==> config.mk <==
export PLATFORM = sky130hd
export DESIGN_NAME = board_scan_display
export DESIGN_NICKNAME = d
export VERILOG_FILES = /design/src/rtl/board_scan_display.sv
export SDC_FILE = /design/constraint.sdc
export NUM_CORES = 1
export LEC_CHECK = 0
export CORE_MARGIN = 3
export CORE_UTILIZATION = 55
export DETAILED_ROUTE_END_ITERATION = 8
export PLACE_DENSITY = 0.77
export SYNTH_ARGS = -nofsm -noshare
export SYNTH_HDL_FRONTEND = slang
export SYNTH_SLANG_ARGS = --single-unit
==> constraint.sdc <==
create_clock -name in_clka -period 19.5 [get_ports in_clka]
set_clock_uncertainty 0.15 [all_clocks]
set_input_delay 3.9 -clock in_clka [delete_from_list [all_inputs] [get_ports in_clka]]
set_output_delay 3.9 -clock in_clka [all_outputs]
set_load 0.005 [all_outputs]
==> src/rtl/board_scan_display.sv <==
// Walks the 5x5 board once per display request and streams one beat per cell
// (index, state, adjacent-mine count). Optional DISPLAY_SKIP_HIDDEN_EN drops beats for hidden cells.
module board_scan_display #(
  parameter int unsigned ROWS  = 5,
  parameter int unsigned COLS  = 5,
  parameter int unsigned CNT_W = 4
) (
  input  logic                 in_clka,
  input  logic                 in_restart,
  input  logic                 in_display,
  input  logic [ROWS*COLS-1:0] in_mines,
  input  logic [ROWS*COLS-1:0] in_cleared,
  input  logic                 in_gameover,
  input  logic                 in_ready,
  output logic                 out_valid,
  output logic [4:0]           out_temp_index,
  output logic [1:0]           out_cell_state,
  output logic [CNT_W-1:0]     out_temp_mine_cnt,
  output logic [4:0]           out_revealed_cnt,
  output logic                 out_display,
  output logic                 out_display_done
);

  localparam int unsigned N  = ROWS * COLS;
  localparam int unsigned RW = $clog2(ROWS);
  localparam int unsigned CW = $clog2(COLS);

  typedef enum logic [1:0] {StIdle, StCalc, StEmit, StDone} state_e;

  state_e          state_q;
  logic [N-1:0]    mines_q;
  logic [N-1:0]    cleared_q;
  logic            gameover_q;
  logic [4:0]      idx_q;
  logic [RW-1:0]   row_q;
  logic [CW-1:0]   col_q;

  logic [1:0]      cur_state;
  logic [CNT_W-1:0] nbr_cnt;
  logic            last_cell;
  logic [4:0]      idx_nxt;
  logic [RW-1:0]   row_nxt;
  logic [CW-1:0]   col_nxt;

  // Mine takes precedence over cleared; mines only show once cleared or on game over.
  always_comb begin
    cur_state = 2'b00;
    if (mines_q[idx_q] && (gameover_q || cleared_q[idx_q])) begin
      cur_state = 2'b10;
    end else if (cleared_q[idx_q]) begin
      cur_state = 2'b01;
    end
  end

  // Row/column distance test against every cell; no wrap across board edges.
  always_comb begin
    int jr;
    int jc;
    int dr;
    int dc;
    nbr_cnt = '0;
    jr = 0;
    jc = 0;
    dr = 0;
    dc = 0;
    for (int j = 0; j < N; j++) begin
      jr = j / COLS;
      jc = j % COLS;
      dr = jr - int'(row_q);
      dc = jc - int'(col_q);
      if (mines_q[j] && (dr != 0 || dc != 0) && dr >= -1 && dr <= 1 && dc >= -1 && dc <= 1) begin
        nbr_cnt = nbr_cnt + CNT_W'(1);
      end
    end
  end

  always_comb begin
    last_cell = (idx_q == 5'(N - 1));
    idx_nxt   = idx_q + 5'd1;
    row_nxt   = row_q;
    col_nxt   = col_q + CW'(1);
    if (col_q == CW'(COLS - 1)) begin
      col_nxt = '0;
      row_nxt = row_q + RW'(1);
    end
  end

  always_ff @(posedge in_clka) begin
    if (in_restart) begin
      state_q           <= StIdle;
      mines_q           <= '0;
      cleared_q         <= '0;
      gameover_q        <= 1'b0;
      idx_q             <= '0;
      row_q             <= '0;
      col_q             <= '0;
      out_valid         <= 1'b0;
      out_temp_index    <= '0;
      out_cell_state    <= '0;
      out_temp_mine_cnt <= '0;
      out_revealed_cnt  <= '0;
      out_display       <= 1'b0;
      out_display_done  <= 1'b0;
    end else begin
      unique case (state_q)
        StIdle: begin
          out_display_done <= 1'b0;
          if (in_display) begin
            mines_q          <= in_mines;
            cleared_q        <= in_cleared;
            gameover_q       <= in_gameover;
            idx_q            <= '0;
            row_q            <= '0;
            col_q            <= '0;
            out_revealed_cnt <= '0;
            out_display      <= 1'b1;
            state_q          <= StCalc;
          end
        end
        StCalc: begin
`ifdef DISPLAY_SKIP_HIDDEN_EN
          if (cur_state == 2'b00) begin
            if (last_cell) begin
              out_display_done <= 1'b1;
              state_q          <= StDone;
            end else begin
              idx_q <= idx_nxt;
              row_q <= row_nxt;
              col_q <= col_nxt;
            end
          end else begin
            out_temp_index    <= idx_q;
            out_cell_state    <= cur_state;
            out_temp_mine_cnt <= (cur_state == 2'b01) ? nbr_cnt : '0;
            if (cur_state == 2'b01) begin
              out_revealed_cnt <= out_revealed_cnt + 5'd1;
            end
            out_valid <= 1'b1;
            state_q   <= StEmit;
          end
`else
          out_temp_index    <= idx_q;
          out_cell_state    <= cur_state;
          out_temp_mine_cnt <= (cur_state == 2'b01) ? nbr_cnt : '0;
          if (cur_state == 2'b01) begin
            out_revealed_cnt <= out_revealed_cnt + 5'd1;
          end
          out_valid <= 1'b1;
          state_q   <= StEmit;
`endif
        end
        StEmit: begin
          if (out_valid && in_ready) begin
            out_valid <= 1'b0;
            if (last_cell) begin
              out_display_done <= 1'b1;
              state_q          <= StDone;
            end else begin
              idx_q   <= idx_nxt;
              row_q   <= row_nxt;
              col_q   <= col_nxt;
              state_q <= StCalc;
            end
          end
        end
        StDone: begin
          out_display_done <= 1'b0;
          out_display      <= 1'b0;
          state_q          <= StIdle;
        end
        default: state_q <= StIdle;
      endcase
    end
  end

endmodule

### Word level (Yosys, flattened, before mapping)

Cells that the tools add are included.
W data, S select, Z words.

| word-level totals | value |
|---|---|
| flip-flop bits (word level) | 83 |
| bits of input ports | 55 |
| output and inout port bits | 19 |
| logic and storage cells | 321 |

| cells by class | value |
|---|---|
| add/subtract/negate cells | 38 |
| magnitude comparators | 21 |
| eq/ne operators | 12 |
| mux-type cells | 58 |
| reductions and logical operators | 178 |

Operators with widths:

| kind | number |
|---|---|
| $reduce_bool A32 Y1 | 10 |
| $logic_and A1 B1 Y1 | 127 |
| $mux W4 | 25 |
| $add A4 B1 Y4 const B | 24 |
| $ge A4 B1 Y1 const B | 10 |
| $le A4 B2 Y1 const B | 10 |
| $logic_or A1 B1 Y1 | 26 |
| $mux W3 | 7 |
| $mux W5 | 4 |
| $pmux W5 S2 | 2 |
| $sub A1 B3 Y4 const A | 4 |
| $sub A2 B3 Y4 const A | 4 |
| $ne A2 B2 Y1 const B | 6 |
| $pmux W3 S2 | 2 |
| $add A5 B1 Y5 const B | 2 |
| $bmux W1 S5 | 2 |
| $reduce_bool A2 Y1 | 5 |
| $mux W1 | 8 |
| $mux W2 | 4 |
| $pmux W2 S4 | 1 |
| $reduce_and A2 Y1 | 4 |
| $sub A3 B3 Y4 const A | 2 |
| $add A3 B1 Y3 const B | 2 |
| $lt A5 B6 Y1 const B | 1 |
| other kinds (10) | 15 |

### Logic depth before layout (Yosys ltp)

| depth | value |
|---|---|
| depth in word-level cells | 58 |
| depth in mapped cells | 79 |
| gate-level depth less buffers | 79 |

### Worst setup path before layout

OpenSTA, ideal clock, no wires.

| path | value |
|---|---|
| kind | flip-flop to flip-flop |
| start | register col_q[0] |
| end | register out_temp_mine_cnt[1] |
| setup time | 128 ps |
| data arrival time | 12,545 ps |
| data required time | 19,222 ps |
| path slack | 6,678 ps |
| cell stages (with the launch flop) | 77 |
| period minus slack after synthesis | 12,822 ps |
| cells stage by stage | dfxtp_1 inv_1 ha_1 inv_1 ha_1 or3b_1 o2111a_1 ha_1 inv_1 xnor2_1 ha_1 nand3b_1 a21boi_0 mux2i_1 xnor2_1 mux2i_1 ha_1 xor2_1 [... 41 more ...] nor2_1 ha_1 a22oi_1 xor2_1 mux2i_1 ha_1 nand2_1 o21ai_0 xnor2_1 nand2_1 o31a_1 ha_1 nand2_1 nand2_1 ha_1 mux2_2 a22oi_1 nor2_1 |

| between the ends | value |
|---|---|
| word-level cells in the longest chain between the ends | 58 |

Ends and longest elaborated chain:

| item | RTL line | text |
|---|---|---|
| from (decl) | 36 | `logic [CW-1:0] col_q;` |
| from (signal assigned) | 161 | `col_q <= col_nxt;` |
| $sub A1 B3 Y4 | 70 | `dc = jc - int'(col_q);` |
| $reduce_bool A32 Y1 | 71 | `if (mines_q[j] && (dr != 0 \|\| dc != 0) && dr >= -1 && dr <= 1 && dc >= -1 && dc <= 1) begin` |
| $logic_or A1 B1 Y1 | 71 |  |
| $logic_and A1 B1 Y1 (5 in series) | 71 |  |
| $mux W1 | 71 |  |
| $add A4 B1 Y4 | 72 | `nbr_cnt = nbr_cnt + CNT_W'(1);` |
| $mux W4 | 71 |  |
| $add A4 B1 Y4 | 72 |  |
| [... 38 more ...] | n/a |  |
| $mux W4 | 71 |  |
| $add A4 B1 Y4 | 72 |  |
| $mux W4 | 71 |  |
| $add A4 B1 Y4 | 72 |  |
| $mux W4 | 71 |  |
| $add A4 B1 Y4 | 72 |  |
| $mux W4 * | 71 |  |
| $mux W4 * | 144 | `out_temp_mine_cnt <= (cur_state == 2'b01) ? nbr_cnt : '0;` |
| to (signal assigned) | 144 |  |
| to (decl) | 18 | `output logic [CNT_W-1:0] out_temp_mine_cnt,` |

Every way passes the cells marked *; elsewhere a longest branch is shown, timed or not.
A chain may end at the register's enable or synchronous reset.

### Worst setup path in the final report

| path | value |
|---|---|
| start | register col_q[0] |
| end | register out_temp_mine_cnt[3] |

Same word-level chain as after synthesis.

==> out/qor.csv <==
metric;value;unit
# DRC;0;
data required time at the worst endpoint;19.62;ns
proportion of layout cells with a drive suffix above 1;0.0679;
number of cell rows;42;
maximum number of buffers from clock root to sink;2;
Avg Cell Area, Syn;7.98;um2
iteration-0 DRC count of the detailed router;432;
number of max-cap violations;0;
via count of the first global-routing pass;6278;
highest clock rate;69.6;MHz
antenna diode count;0;
Post-Synthesis Cells;940;
height of the chip;123;um
number of vias after detailed routing;6634;
Final Setup Violations;0;
launching element type of the critical path;flip-flop;
maximum single-stage delay on the critical path;0.56;ns
Cell Area, Synth;0.00750;mm2
routed wire length;17800;um
GRT Total Usage;0.242;
largest driver fanout on the critical path;10;
sum of negative setup slack;0;ns
flip-flop cell with the highest count after synthesis;dfxtp_1;
worst hold margin;0.304;ns
RSZ-0062 raised after global routing;no;
Arr. time, crit path;14.48;ns
flop2flop setup slack;5.14;ns
Layout Nets;1100;
most area-consuming cells after synthesis;dfxtp_1, ha_1, nand2_1;
number of buffers and inverters on the critical path;5;
clock-pin slew on the worst setup and hold paths;0.06;ns
CTS buffer count;9;
global-route wire length before repair;29800;um
CP top delay family;adder cells;
LEAKAGE;3.38;nW
total half-perimeter wirelength after legalization and detailed placement;13500;um
fill count;1160;
DR pass1 iterations;5;
starting density of the core;0.564;
setup fix buffers added after clock tree synthesis;0;
result of the run;completed;
die span in x;123;um
cell type with the largest total area after synthesis;dfxtp_1;
TritonCTS clock tree;done;
transition time at the pin with the least slew margin;0.883;ns
Synthesis Warnings;0;
last element of the critical path;out_temp_mine_cnt[3];
detail-routed via count per cell;5.70;
category of the worst setup path capture point;flip-flop;
post-route worst setup slack;5.14;ns
Period minus WS final;14.36;ns
Sink Count;83;
maximum number of pins on one net before global-route repair;83;
cells resized by post-CTS repair;0;
Final Max Slew Viols;0;
clk root buf;clkbuf_16;
average detailed-routed wire length per instance;15.3;um
worst flop-to-flop path endpoint;out_temp_mine_cnt[3];
DP Worst Slack;5.37;ns
Hold-fix buffers, CTS;0;
Reg-to-Reg Start;col_q[0];
FFs w/ async S/R, synth;0;
final cycle utilization of the critical path;0.737;
area of the core;0.0133;mm2
Max IR drop VDD;0.0673;mV
area share of the largest cell type after synthesis;0.222;
I/O pins;74;
cell with the largest stage delay on the worst path;mux2i_1;
Port Buf Inserts;73;
number of placed instances with taps included;1147;
Synth cell types;80;
Worst Reg-to-Reg Cells;76;
P per Cell Area;76.7;mW/mm2
Layout Cells excl Fill;1163;
Post-Synthesis Net Count;1058;
number of H-tree branching levels;3;
number of synthesized flops with an enable pin;0;
type of the worst setup path;reg -> reg;
sequential-to-total area share from yosys stat;0.222;
Worst-Skew Late Latency;0.33;ns
min-delay worst type;reg -> reg;
critical path depth in cells;76;
synthesis-stage register bit count;83;
routability congestion estimate from global placement;0.982;
antenna violations before repair;0;
area growth from synthesis to final layout;14.5;%
die outline area;0.0151;mm2
CP Launch Point;col_q[0];
final hold vios;0;
antenna violation net count after detailed routing;0;
remaining global-route overflow;0;
most frequent cell on the critical path;ha_1;
Max-slew headroom;0.411;
[placed cells by master (no fill, tap or decap), types with 4 or more instances in the layout]
cell type        Yosys  final
clkbuf_16            0      9
xor2_1              22     22
nand2b_1            10     10
o21bai_1             5      5
dfxtp_1             83     83
nor3_1              12     12
mux4_2              14     14
nand2_1            190    190
and2_1               7      6
a21oi_1             80     80
a22oi_1              8      8
clkdlybuf4s50_1      0     72
o21ai_0             23     23
mux2i_1             23     23
nor2b_1              8      8
o2111ai_1            7      7
xnor2_1             58     58
nor2_1              69     69
nand3_1             16     16
and3_1               6      6
nand4_1             14     14
ha_1                63     63
a211oi_1             7      7
xnor3_1              8      8
or2_2                7      7
o22ai_1              5      5
o2111a_1             4      4
and4_1              11     11
a31oi_1              8      8
a21boi_0             4      4
inv_1               50     50
[area by class of cell]
cell class              count  area (um2)  share of cell area
clock buffers              11         233              0.0271
clock inverters             5        77.6             0.00904
repair buffers             76         748              0.0872
well taps                 176         220              0.0257
inverters                  52         198              0.0230
flip-flops and latches     83        1660               0.194
multi-input cells         760        5450               0.634
[cells by family after synthesis]
| kind of cell | after synthesis | synth area share |
|---|---|---|
| and+or+nand+nor | 372 | 0.232 |
| DFF | 83 | 0.222 |
| adders and majority gates | 63 | 0.105 |
| AOI/OAI and AO/OA | 190 | 0.170 |
| muxes | 39 | 0.0773 |
| xor gates and xnor gates | 96 | 0.142 |
| buffers and inverters | 97 | 0.0524 |
[registers in the layout (all words and copies together) (netlist names)]
name,count
cleared_q,25
out_temp_index,5
col_q,3
state_q,2
mines_q,25
out_display_done,1
out_valid,1
row_q,3
out_cell_state,2
gameover_q,1
idx_q,5
out_display,1
out_revealed_cnt,5
out_temp_mine_cnt,4
[worst min-delay path by stage]
stage	slack (ns)	startpoint	depth (start not counted)	end
6_report	0.30	cleared_q[15]	2	cleared_q[15]
5_1_grt	0.32	cleared_q[8]	2	cleared_q[8]
4_1_cts	0.30	cleared_q[2]	2	cleared_q[2]
3_5_place_dp	0.29	out_temp_mine_cnt[3]	2	out_temp_mine_cnt[3]
3_3_place_gp	0.29	cleared_q[23]	2	cleared_q[23]
2_1_floorplan	0.28	cleared_q[10]	2	cleared_q[10]
[stage by stage]
step           instance area (um2)  power [mW]   util
6_report                      8580       0.658  0.646
5_1_grt                       8580       0.703  0.646
4_1_cts                       8580       0.659  0.646
3_5_place_dp                  8270       0.482  0.622
3_3_place_gp                  8270       0.478  0.622
2_1_floorplan                 7500       0.423      -
[cells in the mapped netlist, types with 3 or more instances]
| master | number |
|---|---|
| xnor2_1 | 58 |
| a21boi_0 | 4 |
| a22oi_1 | 8 |
| nand4_1 | 14 |
| o21a_1 | 3 |
| a41oi_1 | 3 |
| xnor3_1 | 8 |
| nand2b_1 | 10 |
| dfxtp_1 | 83 |
| nor3b_1 | 3 |
| or3_1 | 3 |
| o221ai_1 | 3 |
| xor2_1 | 22 |
| and4_1 | 11 |
| mux2i_1 | 23 |
| o2111a_1 | 4 |
| nor2_1 | 69 |
| mux4_2 | 14 |
| xnor3_2 | 3 |
| o2111ai_1 | 7 |
| and2_1 | 7 |
| nand2_1 | 190 |
| buf_6 | 3 |
| inv_1 | 50 |
| a31oi_1 | 8 |
| o21ai_0 | 23 |
| clkbuf_1 | 39 |
| a21oi_1 | 80 |
| o31ai_1 | 3 |
| o22ai_1 | 5 |
| nor3_1 | 12 |
| nand3_1 | 16 |
| and3_1 | 6 |
| a211oi_1 | 7 |
| ha_1 | 63 |
| nor2b_1 | 8 |
| or2_2 | 7 |
| nand3b_1 | 3 |
| o21bai_1 | 5 |
[worst min-delay path: cells and delay by family, from the launching register on]
kind	cells	cell delay, ns
AO/OA/AOI/OAI	1	0.05
flip-flops	1	0.31
AND/OR/NAND/NOR	1	0.05
[power by group]
| part | switching (mW) | leakage (nW) | internal, mW | total [mW] |
|---|---|---|---|---|
| Sequential | 0.0141 | 0.677 | 0.187 | 0.201 |
| Combinational | 0.161 | 2.56 | 0.119 | 0.280 |
| Clock | 0.0651 | 0.150 | 0.112 | 0.177 |
| Total | 0.240 | 3.38 | 0.418 | 0.658 |
[metal layers]
layer  vias to the layer above  track usage  wire, um
li1                       3361            -         -
met1                      3074        0.327      8310
met2                       168        0.403      8390
met3                        31       0.0350       718
met4                         0       0.0665       353
met5                         -            0         0
No activity file was read; power rests on OpenSTA's default activity.
